`src/rtl/rv_enc_pkg.sv`:
```
// Shared types and RV32I field constants for the instruction encoder.
// encode() packs one symbolic request into a word and flags illegal requests.
package rv_enc_pkg;

  typedef enum logic [4:0] {
    OP_ADD  = 5'd0,  OP_SUB  = 5'd1,  OP_AND  = 5'd2,  OP_OR   = 5'd3,
    OP_XOR  = 5'd4,  OP_SLL  = 5'd5,  OP_SRL  = 5'd6,  OP_SRA  = 5'd7,
    OP_ADDI = 5'd8,  OP_ANDI = 5'd9,  OP_ORI  = 5'd10, OP_XORI = 5'd11,
    OP_SLLI = 5'd12, OP_SRLI = 5'd13, OP_SRAI = 5'd14, OP_LW   = 5'd15,
    OP_JALR = 5'd16, OP_SW   = 5'd17, OP_BEQ  = 5'd18, OP_BNE  = 5'd19,
    OP_BLT  = 5'd20, OP_BGE  = 5'd21, OP_LUI  = 5'd22, OP_JAL  = 5'd23
  } op_t;

  localparam logic [6:0] OPC_OP     = 7'b0110011;
  localparam logic [6:0] OPC_OP_IMM = 7'b0010011;
  localparam logic [6:0] OPC_LOAD   = 7'b0000011;
  localparam logic [6:0] OPC_JALR   = 7'b1100111;
  localparam logic [6:0] OPC_STORE  = 7'b0100011;
  localparam logic [6:0] OPC_BRANCH = 7'b1100011;
  localparam logic [6:0] OPC_LUI    = 7'b0110111;
  localparam logic [6:0] OPC_JAL    = 7'b1101111;

  localparam logic [2:0] F3_ADD  = 3'b000;
  localparam logic [2:0] F3_SLL  = 3'b001;
  localparam logic [2:0] F3_WORD = 3'b010;
  localparam logic [2:0] F3_XOR  = 3'b100;
  localparam logic [2:0] F3_SR   = 3'b101;
  localparam logic [2:0] F3_OR   = 3'b110;
  localparam logic [2:0] F3_AND  = 3'b111;
  localparam logic [2:0] F3_BEQ  = 3'b000;
  localparam logic [2:0] F3_BNE  = 3'b001;
  localparam logic [2:0] F3_BLT  = 3'b100;
  localparam logic [2:0] F3_BGE  = 3'b101;

  localparam logic [6:0] F7_BASE = 7'b0000000;
  localparam logic [6:0] F7_ALT  = 7'b0100000;

  typedef struct packed {
    logic [31:0] word;
    logic        illegal;
  } enc_res_t;

  function automatic enc_res_t encode(input logic [4:0] op, input logic [4:0] rd,
                                      input logic [4:0] rs1, input logic [4:0] rs2,
                                      input logic [31:0] imm);
    enc_res_t          r;
    logic signed [31:0] simm;
    logic [2:0]        f3;
    logic [6:0]        f7;
    simm      = imm;
    r.word    = '0;
    r.illegal = 1'b0;
    f7 = (op == OP_SUB || op == OP_SRA || op == OP_SRAI) ? F7_ALT : F7_BASE;
    case (op)
      OP_SLL, OP_SLLI:         f3 = F3_SLL;
      OP_LW, OP_SW:            f3 = F3_WORD;
      OP_XOR, OP_XORI:         f3 = F3_XOR;
      OP_SRL, OP_SRA, OP_SRLI, OP_SRAI: f3 = F3_SR;
      OP_OR, OP_ORI:           f3 = F3_OR;
      OP_AND, OP_ANDI:         f3 = F3_AND;
      OP_BNE:                  f3 = F3_BNE;
      OP_BLT:                  f3 = F3_BLT;
      OP_BGE:                  f3 = F3_BGE;
      default:                 f3 = F3_ADD;
    endcase
    case (op)
      OP_ADD, OP_SUB, OP_AND, OP_OR, OP_XOR, OP_SLL, OP_SRL, OP_SRA:
        r.word = {f7, rs2, rs1, f3, rd, OPC_OP};
      OP_ADDI, OP_ANDI, OP_ORI, OP_XORI: begin
        r.illegal = (simm < -2048) || (simm > 2047);
        r.word    = {imm[11:0], rs1, f3, rd, OPC_OP_IMM};
      end
      OP_SLLI, OP_SRLI, OP_SRAI: begin
        r.illegal = (simm < 0) || (simm > 31);
        r.word    = {f7, imm[4:0], rs1, f3, rd, OPC_OP_IMM};
      end
      OP_LW, OP_JALR: begin
        r.illegal = (simm < -2048) || (simm > 2047);
        r.word    = {imm[11:0], rs1, f3, rd, (op == OP_LW) ? OPC_LOAD : OPC_JALR};
      end
      OP_SW: begin
        r.illegal = (simm < -2048) || (simm > 2047);
        r.word    = {imm[11:5], rs2, rs1, f3, imm[4:0], OPC_STORE};
      end
      OP_BEQ, OP_BNE, OP_BLT, OP_BGE: begin
        r.illegal = (simm < -4096) || (simm > 4094) || imm[0];
        r.word    = {imm[12], imm[10:5], rs2, rs1, f3, imm[4:1], imm[11], OPC_BRANCH};
      end
      OP_LUI: begin
        r.illegal = (imm[11:0] != 12'd0);
        r.word    = {imm[31:12], rd, OPC_LUI};
      end
      OP_JAL: begin
        r.illegal = (simm < -1048576) || (simm > 1048574) || imm[0];
        r.word    = {imm[20], imm[10:1], imm[11], imm[19:12], rd, OPC_JAL};
      end
      default: r.illegal = 1'b1;
    endcase
    if (r.illegal) r.word = '0;
    return r;
  endfunction

endpackage

```
`src/rtl/rv32_instr_encoder_fifo.sv`:
```
// DEPTH x WIDTH synchronous FIFO; pointers carry an extra wrap bit so full
// and empty are told apart by the MSB.
module instr_fifo #(
  parameter int DEPTH = 4,
  parameter int WIDTH = 32
) (
  input  logic             clk,
  input  logic             rst_n,
  input  logic             push,
  input  logic [WIDTH-1:0] wdata,
  input  logic             pop,
  output logic [WIDTH-1:0] rdata,
  output logic             full,
  output logic             empty
);
  localparam int AW    = $clog2(DEPTH);
  localparam int PTR_W = AW + 1;

  logic [PTR_W-1:0] wr_ptr_q, wr_ptr_d, rd_ptr_q, rd_ptr_d;
  logic [WIDTH-1:0] mem_q [DEPTH];
  logic [WIDTH-1:0] mem_d [DEPTH];

  assign empty = (wr_ptr_q == rd_ptr_q);
  assign full  = (wr_ptr_q[AW] != rd_ptr_q[AW]) && (wr_ptr_q[AW-1:0] == rd_ptr_q[AW-1:0]);
  assign rdata = mem_q[rd_ptr_q[AW-1:0]];

  always_comb begin
    mem_d    = mem_q;
    wr_ptr_d = wr_ptr_q;
    rd_ptr_d = rd_ptr_q;
    if (push && !full) begin
      mem_d[wr_ptr_q[AW-1:0]] = wdata;
      wr_ptr_d = wr_ptr_q + PTR_W'(1);
    end
    if (pop && !empty) rd_ptr_d = rd_ptr_q + PTR_W'(1);
  end

  // Storage is cleared too, so the head reads zero straight out of reset.
  always_ff @(posedge clk or negedge rst_n) begin
    if (!rst_n) begin
      wr_ptr_q <= '0;
      rd_ptr_q <= '0;
      for (int i = 0; i < DEPTH; i++) mem_q[i] <= '0;
    end else begin
      wr_ptr_q <= wr_ptr_d;
      rd_ptr_q <= rd_ptr_d;
      mem_q    <= mem_d;
    end
  end

endmodule

```
`src/rtl/rv32_instr_encoder.sv`:
```
// Packs symbolic RV32I requests into instruction words and streams them out
// through a small FIFO; illegal requests are consumed, counted and never emitted.
module rv32_instr_encoder #(
  parameter int DEPTH = 4,
  parameter int CNT_W = 16
) (
  input  logic             clk,
  input  logic             rst_n,
  input  logic             req_valid,
  output logic             req_ready,
  input  logic [4:0]       req_op,
  input  logic [4:0]       req_rd,
  input  logic [4:0]       req_rs1,
  input  logic [4:0]       req_rs2,
  input  logic [31:0]      req_imm,
  output logic             out_valid,
  input  logic             out_ready,
  output logic [31:0]      out_instr,
  output logic             err,
  output logic [7:0]       err_cnt,
  output logic [CNT_W-1:0] enc_cnt
);
  import rv_enc_pkg::*;

  enc_res_t         enc;
  logic             full, empty, acc, push, pop;
  logic             err_d, err_q;
  logic [7:0]       err_cnt_d, err_cnt_q;
  logic [CNT_W-1:0] enc_cnt_d, enc_cnt_q;

  always_comb enc = encode(req_op, req_rd, req_rs1, req_rs2, req_imm);

  // No pass-through: a pop in the same cycle does not reopen a full FIFO.
  assign req_ready = !full;
  assign acc       = req_valid && req_ready;
  assign push      = acc && !enc.illegal;
  assign out_valid = !empty;
  assign pop       = out_valid && out_ready;

  always_comb begin
    err_d     = acc && enc.illegal;
    err_cnt_d = err_cnt_q;
    enc_cnt_d = enc_cnt_q;
    if (err_d && (err_cnt_q != 8'hFF)) err_cnt_d = err_cnt_q + 8'd1;
    if (pop) enc_cnt_d = enc_cnt_q + CNT_W'(1);
  end

  always_ff @(posedge clk or negedge rst_n) begin
    if (!rst_n) begin
      err_q     <= 1'b0;
      err_cnt_q <= '0;
      enc_cnt_q <= '0;
    end else begin
      err_q     <= err_d;
      err_cnt_q <= err_cnt_d;
      enc_cnt_q <= enc_cnt_d;
    end
  end

  assign err     = err_q;
  assign err_cnt = err_cnt_q;
  assign enc_cnt = enc_cnt_q;

  instr_fifo #(.DEPTH(DEPTH), .WIDTH(32)) u_fifo (
    .clk   (clk),
    .rst_n (rst_n),
    .push  (push),
    .wdata (enc.word),
    .pop   (pop),
    .rdata (out_instr),
    .full  (full),
    .empty (empty)
  );

endmodule

```
`config.mk`:
```
export PLATFORM = sky130hd
export DESIGN_NAME = rv32_instr_encoder
export DESIGN_NICKNAME = d
export VERILOG_FILES = /design/src/rtl/rv_enc_pkg.sv /design/src/rtl/rv32_instr_encoder_fifo.sv /design/src/rtl/rv32_instr_encoder.sv
export SDC_FILE = /design/constraint.sdc
export NUM_CORES = 1
export LEC_CHECK = 0
export CAP_MARGIN = 40
export CORE_MARGIN = 2
export CORE_UTILIZATION = 55
export CTS_CLUSTER_SIZE = 28
export DETAILED_ROUTE_END_ITERATION = 6
export PLACE_DENSITY = 0.79
export SYNTH_ARGS = -nofsm -noshare
export SYNTH_HDL_FRONTEND = slang
export SYNTH_SLANG_ARGS = --single-unit
```
`constraint.sdc`:
```
create_clock -name clk -period 2.9 [get_ports clk]
set_clock_uncertainty 0.15 [all_clocks]
set_input_delay 0.725 -clock clk [delete_from_list [all_inputs] [get_ports clk]]
set_output_delay 0.725 -clock clk [all_outputs]
set_load 0.02 [all_outputs]
```
# Yosys cells after proc, flatten, opt, wreduce, memory -nomap -nowiden
# Memories as Yosys holds them, arrays and structs flattened.
# Index checks and enable logic that the tools add are counted.
[word_totals]
regBits = 159
mem_bits_ro = 96
in_bits = 56
out_inout_bits = 59
word_cells = 93
mem_count = 1
[mem_list]
columns = ["name", "depth", "word_bits", "rd", "rd_clocked_by_memory_dff", "write_ports", "line", "text"]
rows = [
  ["(name not given)", 32, 3, 1, 0, 0, "rv_enc_pkg.sv:54", "case (op)"],
]
[classes]
n_addsub = 4
n_lt_le_gt_ge = 11
n_eq_ne = 27
muxes = 11
n_bitwise = 2
n_reduce_logical = 28
[op_table]
columns = ["operator", "count"]
rows = [
  ["$pmux W32 S8", 1],
  ["$bwmux W128", 1],
  ["$mux W32", 4],
  ["$bmux W32 S2", 1],
  ["$demux W32 S2", 1],
  ["$eq A5 B4 Y1 const B", 8],
  ["$eq A5 B5 Y1 const B", 8],
  ["$gt A32 B12 Y1 const B", 1],
  ["$gt A32 B13 Y1 const B", 1],
  ["$gt A32 B21 Y1 const B", 1],
  ["$gt A32 B6 Y1 const B", 1],
  ["$lt A32 B1 Y1 const B", 1],
  ["$lt A32 B12 Y1 const B", 1],
  ["$lt A32 B13 Y1 const B", 1],
  ["$lt A32 B21 Y1 const B", 1],
  ["$eq A5 B3 Y1 const B", 4],
  ["$add A16 B1 Y16 const B", 1],
  ["$reduce_bool A12 Y1", 1],
  ["$eq A5 B2 Y1 const B", 2],
  ["$logic_and A1 B1 Y1", 9],
  ["$add A8 B1 Y8 const B", 1],
  ["$logic_or A1 B1 Y1", 8],
  ["$ne A8 B8 Y1 const B", 1],
  ["$reduce_or A4 Y1", 2],
  ["17 further kinds", 22],
]

# Longest topological paths before layout
# Gate-level depths: netlist (run 1).
[depth]
word_depth = 7
ltp_mapped = 13
mapped_depth_nobuf = 9

# Modules after synthesis
# From an unflattened synthesis (run 1), not the netlist that was laid out.
[unflattened]
cells_unflattened = 625
hier_area_um2 = 8458.1
[modules_own_cells]
columns = ["mod", "instances", "cells_per_inst", "area_per_inst_um2", "seq_area_each_um2"]
rows = [
  ["instr_fifo", 1, 354, 6242.2, 3353.2],
  ["rv32_instr_encoder", 1, 271, 2215.9, 625.6],
]

# Least setup slack after synthesis (run 1)
# OpenSTA, ideal clock, no wires.
[synth_path]
kind = "in2reg"
startpoint = "input port req_op[1]"
endpoint = "register u_fifo.mem_q[34] in the netlist's numbering"
setup_time_ps = 125
arrival_ps = 2887
required_time_ps = 2625
slack_ps = -262
cell_stages = 13
path_buffers = 4
path_cell_list = "inv_1 ha_1 buf_6 or3_4 a32oi_1 a41o_1 nand3_1 nor3_2 buf_6 and3_4 buf_8 buf_12 mux2_4"
[synth_between]
elab_chain_len = 6
word_cells_on_any_way = 38
classes_between = "eq/ne: 23; mux: 5; reduce/logical: 10"
[synth_lines]
columns = ["element", "line", "text"]
rows = [
  ["from (decl)", "rv32_instr_encoder.sv:11", "input logic [4:0] req_op,"],
  ["branches (longest 6 deep; another with $bwmux W128)", "-", ""],
  ["to (signal assigned)", "rv32_instr_encoder_fifo.sv:47", "mem_q <= mem_d;"],
  ["to (decl)", "rv32_instr_encoder_fifo.sv:20", "logic [WIDTH-1:0] mem_q [DEPTH];"],
]
# Parallel ways; which one is timed is not known.
# A chain may end at the register's enable or synchronous reset.

# Worst setup path in the final report (run 1)
[layout_path]
startpoint = "input port req_imm[22]"
endpoint = "register u_fifo.mem_q[123] in the netlist's numbering"
[layout_between]
elab_chain_len = 7
word_cells_on_any_way = 20
classes_between = "order compare: 8; mux: 3; reduce/logical: 9"
[layout_lines]
columns = ["element", "line", "text"]
rows = [
  ["from (decl)", "rv32_instr_encoder.sv:15", "input logic [31:0] req_imm,"],
  ["$lt A32 B21 Y1 (tied with other cells)", "rv_enc_pkg.sv:94", "r.illegal = (simm < -1048576) || (simm > 1048574) || imm[0];"],
  ["$logic_or A1 B1 Y1, on equally long branches (2 in series)", "rv_enc_pkg.sv:94, rv_enc_pkg.sv:86", ""],
  ["$pmux W1 S6 *", "rv_enc_pkg.sv:66", "case (op)"],
  ["$logic_not A1 Y1", "rv32_instr_encoder.sv:36", "assign push = acc && !enc.illegal;"],
  ["$logic_and A1 B1 Y1", "rv32_instr_encoder.sv:36", ""],
  ["$logic_and A1 B1 Y1", "rv32_instr_encoder_fifo.sv:31", "if (push && !full) begin"],
]
# Every way passes the cells marked *; elsewhere a longest branch is shown, timed or not.

==> results.md, run 1 <==
- Status: finished, violations left
- Failing checks: negative setup slack
- RSZ-0062 raised after global routing: yes
- Sequential-to-total area share from yosys stat: 48.51%
- Die area: 15520 um2
- Crit Path Max Fanout: 6
- Mapped Cells: 601
- Residual DRC: 0
- Met2 Routed Length: 12660 um
- VDD IR-drop max: 0.6444 mV
- Synth async-reset ratio: 100.0%
- Clk Latency, worst-skew pair: 0.43 ns
- DR WL met3: 1644 um
- YS warnings: 0
- Vias per cell: 6.191
- Static leakage: 5.547 nW
- CP peak stage delay: 0.44 ns
- HPWL after detailed placement: 15150 um
- Initial cell density of the core: 55.64%
- Buf+Inv Stages, Crit Path: 6
- CP Class: in2reg
- Total grt overflow: 0
- Share of cells above drive strength 1: 44.50%
- Uppermost layer routed: met4
- Main flop type after synthesis: dfrtp_1
- Worst path top cell family by delay: simple AND/OR/NAND/NOR gates
- Synth-to-layout area growth: 47.01%
- CTS H-Tree Depth: 4
- Core Rows: 44
- WP data required: 3.06 ns
- Routability congestion estimate from global placement: 0.9718
- Nets: 901
- FMAX: 325.1 MHz
- Cell variety after synth: 63
- CTS tree: yes
- Clock Path Buffers: 2
- Final worst path period share: 106.1%
- DR iter-0 viols: 550
- Endpoint type of the worst setup path: flop
- Number of global-route vias before repair: 6683
- Hold WC Path Type: in2async
- Post-DRT Antenna Nets: 0
- Synthesized area per cell: 13.30 um2
- Seq cells post-synth: 155
- Total number of vias: 6371
- GRT Total Usage: 32.81%
- Cells along the critical path: dlygate4sd2_1 -> nand4_1 -> or3_4 -> buf_4 -> o2111ai_2 -> a21boi_2 -> nor3_4 -> buf_4 -> and3_4 -> buf_6 -> buf_8 -> buf_12 -> mux2_4
- Slowest-stage cell, CP: or3_4
- Initial antenna violation count: 0
- Max-cap viol count: 0
- Die Y: 124.6 um
- Clock sinks: 155
- Worst-path clk slew: 0.06 ns
- Post-layout min period: 3.076 ns
- CP dominant cell by count: buf_4
- First-pass GRT wire length: 38840 um
- Final wirelength: 25570 um
- # IOs: 115
- DRT Pass-1 Iters: 5
- Post-synth net total: 670
- Cell area after synthesis: 7995 um2
- Placed insts: 967
- Metal-1 WL: 10310 um
- PnR worst setup slack: -0.1764 ns
- WP data arrival: 3.23 ns
- Die Width: 124.6 um
- Final Total Pwr: 11.04 mW
- Core ar.: 14370 um2
- Post-synth EDFFs: 0
- Root buffer cell: clkbuf_16
- Slew HR: 25.74%
- Num CTS Buffers: 17
- Routed len/inst: 24.85 um
- Endpoints failing setup: 116
- Worst slew pin tran: 1.105 ns
- Antenna diodes: 0
- Setup crit start kind: input pin
- Final Instance Count excl. Fillers: 1029
- Power per cell area: 939.5 nW/um2
- Final hold vios: 0
- IO Port Bufs: 114
- Pins Over Slew Limit: 0
- Largest net degree at the start of global routing: 68
state kept, by name, summed over array words and instances (netlist names):
register	flops
u_fifo.mem_q	124
enc_cnt	16
err_cnt	8
u_fifo.rd_ptr_q	3
u_fifo.wr_ptr_q	3
err	1
metrics by stage:
stage | utilization (%) | instance area, um2 | hold WS (ns) | setup WS (ns) | setup TNS [ns]
2_1_floorplan | - | 8448 | 0.2794 | -0.1775 | -11.23
3_3_place_gp | 72.40 | 10400 | 0.2968 | -0.9534 | -120.82
3_5_place_dp | 72.40 | 10400 | 0.3103 | -1.037 | -128.88
4_1_cts | 80.20 | 11520 | 0.1679 | -0.2084 | -15.82
5_1_grt | 81.80 | 11750 | 0.1869 | -0.2077 | -17.46
6_report | 81.80 | 11750 | 0.1396 | -0.1764 | -13.47
layout by cell type, fill, tap and decap left out, drive strengths merged, types with 14 or more instances in the layout:
cell type and n:
dlymetal6s2s 14, buf 134, a22o 17, mux4 31
nor2 21, mux2 122, xnor2 16, clkbuf 27
clkdlybuf4s50 45, dfrtp 155, dlygate4sd2 42, nand2 46
Yosys cell counts, types with 3 or more instances:
cell type / n / area share, %
xor2_1: 13 / 1.4
o22ai_1: 3 / 0.23
xnor2_1: 16 / 1.8
a22oi_1: 6 / 0.56
buf_2: 7 / 0.44
mux2_1: 7 / 0.99
buf_12: 3 / 0.75
mux2_4: 29 / 5.4
nand2b_1: 6 / 0.47
nor2_1: 20 / 0.94
nor4_1: 7 / 0.55
or2_2: 5 / 0.39
and3_1: 7 / 0.55
inv_1: 10 / 0.47
mux2_2: 86 / 12
buf_1: 3 / 0.14
a22o_1: 17 / 1.9
nand4_1: 10 / 0.78
buf_6: 3 / 0.42
nand2_1: 46 / 2.2
a21oi_1: 12 / 0.75
nor3_1: 8 / 0.50
o21ai_0: 7 / 0.44
dfrtp_1: 155 / 49
mux4_2: 31 / 8.7
buf_4: 11 / 1.0
nand3_1: 7 / 0.44
ha_1: 13 / 2.0
clkbuf_1: 9 / 0.42
routing by layer:
| metal | vias to the layer above | global-route usage, % |
|---|---|---|
| li1 | 2679 | - |
| met1 | 3277 | 42.99 |
| met2 | 340 | 52.81 |
| met3 | 75 | 8.290 |
| met4 | 0 | 13.15 |
| met5 | - | 0 |
where the power goes:
| part | total (mW) | leakage, nW | internal (mW) | switching, mW |
|---|---|---|---|---|
| logic | 4.88 | 3.21 | 2.76 | 2.13 |
| registers | 3.66 | 2.02 | 3.00 | 0.664 |
| clock network | 2.50 | 0.317 | 1.56 | 0.946 |
| total | 11.0 | 5.55 | 7.31 | 3.74 |
final timing paths:
check / cells after the start / from / to / slack, ns
max: 13 / req_imm[22] / u_fifo.mem_q[123] / -0.18
min: 1 / rst_n / enc_cnt[14] / 0.14
max reg2reg: 8 / u_fifo.rd_ptr_q[0] / err_cnt[5] / 0.32
min reg2reg: 1 / err_cnt[7] / err_cnt[7] / 0.34
max in group asynchronous: 2 / rst_n / u_fifo.mem_q[102] / 1.80
min in group clk: 1 / err_cnt[7] / err_cnt[7] / 0.34
cells by family after synthesis:
group | share of synthesized area (%)
AND/OR/NAND/NOR | 8.811
adder cells (fa/ha/maj) | 2.034
flip-flops | 48.51
multiplexers | 27.40
AO/OA/AOI/OAI | 6.197
buffers and inverters | 3.865
XOR/XNOR | 3.177
layout make-up:
| class | instances | area (um2) |
|---|---|---|
| sequential | 155 | 3880 |
| tap | 184 | 230.2 |
| timing repair buffer | 249 | 2582 |
| fill | 727 | 2615 |
| clock inverter | 14 | 215.2 |
| multi-input combinational | 399 | 4354 |
| inverter | 10 | 52.55 |
| clock buffer | 18 | 439.2 |
what timing repair did:
item	CTS	global route
endpoints found under the setup margin	168	149
pin swaps	14	20
endpoints found under the hold margin	0	0
resized for setup	123	54
setup buffers	20	9
hold buffers	0	0
cloned	5	4
(Power assumes the default switching activity.)
==> run 2, diff against run 1 <==
--- a/config.mk
+++ b/config.mk
@@ -6,11 +6,13 @@
 export NUM_CORES = 1
 export LEC_CHECK = 0
 export CAP_MARGIN = 40
+export CORE_ASPECT_RATIO = 0.8
 export CORE_MARGIN = 2
 export CORE_UTILIZATION = 55
 export CTS_CLUSTER_SIZE = 28
 export DETAILED_ROUTE_END_ITERATION = 6
 export PLACE_DENSITY = 0.79
+export SLEW_MARGIN = 5
 export SYNTH_ARGS = -nofsm -noshare
 export SYNTH_HDL_FRONTEND = slang
 export SYNTH_SLANG_ARGS = --single-unit
==> constraint.sdc (replaced) <==
create_clock -name clk -period 3.4 [get_ports clk]
set_clock_uncertainty 0.15 [all_clocks]
set_input_delay 0.85 -clock clk [delete_from_list [all_inputs] [get_ports clk]]
set_output_delay 0.85 -clock clk [all_outputs]
set_load 0.02 [all_outputs]
==> run 2 against run 1 <==
  * The run now ends clean
  * Hold slack better by 0.11 ns
  * Final cell count shrank 2.5%
  * Combinational power fell by 24%
  * Utilization down 6.5 points
  * Clock-buffer cell count grew 3
  * Critical path depth down 2
  * Critical path type unchanged
  * Largest power group unchanged
  * Highest routed layer unchanged
==> results.md, run 2 (synthesis gave the netlist of run 1 again) <==
- Root buffer cell: clkbuf_16
- Slew HR: 40.89% (+15 points)
- WP data arrival: 3.44 ns (+0.21 ns)
- Most frequent cells in the layout: 154 x dfrtp_1, 110 x clkdlybuf4s50_1, 96 x buf_4
- Die area: 15520 um2 (about the same)
- Post-DRT Antenna Nets: 0 (unchanged)
- Final Total Pwr: 8.585 mW (-22%)
- Routed len/inst: 21.04 um (-15%)
- Largest reg by FF count: u_fifo.mem_q
- Synth-to-layout area growth: 34.12%
- Routability congestion estimate from global placement: 0.9582 (-1.4%)
- Crit path from: req_imm[24]
- Endpoint type of the worst setup path: flop
- Final worst path period share: 96.58%
- Reg2reg start: u_fifo.rd_ptr_q[0]
- Status: complete, no violations
- Antenna diodes: 0 (unchanged)
- R2r worst-path depth: 8 (unchanged)
- Share of cells above drive strength 1: 38.34% (-6.2 points)
- Nets: 875 (-2.9%)
- Fillers: 904 (+24%)
- Max-cap viol count: 0 (unchanged)
- Max FFs per register: 124 (unchanged)
- Total grt overflow: 0 (unchanged)
- HPWL after detailed placement: 15060 um (-0.61%)
- FMAX: 304.5 MHz
- Die Y: 111.8 um (-10%)
- Core ar.: 14250 um2 (-0.84%)
- Power per cell area: 800.6 nW/um2 (-15%)
- WP data required: 3.56 ns (+0.50 ns)
- Total number of vias: 5816 (-8.7%)
- Clock power frac: 21.8% (-0.8 points)
- CP Class: in2reg
- Cell-internal power: 5.783 mW (-21%)
- Multi-input logic area: 3872 um2 (-11%)
- Static leakage: 4.848 nW (-13%)
- Pins Over Slew Limit: 0 (unchanged)
- Combinational power share: 43.1% (-1.1 points)
- CTS H-Tree Depth: 4 (unchanged)
- Hold WC Path Type: in2async
- PnR worst setup slack: 0.1164 ns (+0.2928 ns)
- Post-layout min period: 3.284 ns
- Setup crit start kind: input pin
- Register area: 3880 um2 (unchanged)
- Num CTS Buffers: 17 (unchanged)
- GRT Total Usage: 28.75% (-4.1 points)
- RSZ-0062 raised after global routing: no
- Initial antenna violation count: 0 (unchanged)
- Switching power: 2.801 mW (-25%)
- VDD IR-drop max: 0.5972 mV (-7.3%)
- Pre-CTS setup slack: -0.6572 ns (+0.3799 ns)
- Number of global-route vias before repair: 6251 (-6.5%)
- Flop pwr share: 35.1% (+2.0 points)
- Commonest non-fill, non-tap cell in the layout: dfrtp_1
- Clk Latency, worst-skew pair: 0.42 ns (about the same)
- Clock Path Buffers: 2 (unchanged)
- Vias per cell: 5.799 (-6.3%)
- DRT Pass-1 Iters: 4 (-1)
- DR iter-0 viols: 348 (-37%)
- Endpoints failing setup: 0 (-100%)
- Initial cell density of the core: 56.11% (+0.47 points)
- Sw Ratio: 32.63% (-1.2 points)
- Core Rows: 39 (-11%)
- Largest net degree at the start of global routing: 67 (-1.5%)
- First-pass GRT wire length: 34510 um (-11%)
- Worst-path clk slew: 0.06 ns (about the same)
- Worst reg-to-reg setup slack: 0.95 ns (+0.63 ns)
- Final hold vios: 0 (unchanged)
- Final wirelength: 21110 um (-17%)
- Crit Path Max Fanout: 10 (+4)
- IO Port Bufs: 114 (unchanged)
- Worst slew pin tran: 0.8799 ns (-0.2255 ns)
- CTS tree: yes
- Die Width: 138.8 um (+11%)
- Residual DRC: 0 (unchanged)
- Clock sinks: 155 (unchanged)
- # IOs: 115 (unchanged)
## run 2: final cells by class
type                    count  area share [%]
flip-flops and latches    155           36.18
clock inverters            11           1.097
multi-input cells         399           36.11
inverters                  10          0.3501
repair buffers            223           19.72
clock buffers              21           4.387
well taps                 184           2.147
## run 2: power groups by stage
stage,Clock [mW],Sequential (mW),Combinational (mW)
finish,1.87,3.01,3.70
global route,1.98,3.09,3.93
CTS,1.91,3.02,3.69
detailed placement,0,3.03,3.61
global placement,0,2.97,3.52
floorplan,0,2.95,2.22
## run 2: worst paths after layout
kind	end
worst max-delay path	u_fifo.mem_q[3]
worst min-delay path	u_fifo.mem_q[105]
worst max register to register	enc_cnt[15]
worst min register to register	u_fifo.mem_q[65]
max in group asynchronous	u_fifo.mem_q[98]
min in group clk	u_fifo.mem_q[65]
## run 2: worst max-delay path, cell delays in order
cell	delay, ns
clkdlybuf4s50_1	0.49
buf_4	0.12
nand4_1	0.09
or3_4	0.39
buf_4	0.15
o2111ai_1	0.12
a21boi_2	0.11
nor3_4	0.27
and3_4	0.31
buf_6	0.18
mux2_2	0.35
## run 2: metrics by stage
| stage | util, % | TNS [ns] | cell area, um2 | hold WS, ns | instances |
|---|---|---|---|---|---|
| after floorplan | - | 0 | 7995 | 0.2837 | 601 |
| after global routing | 75.25 | 0 | 10720 | 0.2991 | 1003 |
| after CTS | 74.84 | 0 | 10660 | 0.2808 | 999 |
| after global placement | 70.21 | -75.18 | 10000 | 0.2967 | 966 |
| final | 75.25 | 0 | 10720 | 0.2473 | 1003 |
| after detailed placement | 70.21 | -79.49 | 10000 | 0.2965 | 966 |
## run 2: layer usage
layer | track usage (%) | part of all wire (%)
met1 | 38.72 | 43
met2 | 48.11 | 50
met3 | 5.505 | 4.7
met4 | 8.552 | 1.7
met5 | 0 | 0
## run 2: repair_timing
action                     in CTS  in global routing
hold endpoints to repair        0                  0
setup endpoints to repair     126                129
gates resized for setup        14                 11
gates cloned                    1                  0
setup buffers                   0                  4
pin swaps                       3                  2
hold buffers                    0                  0
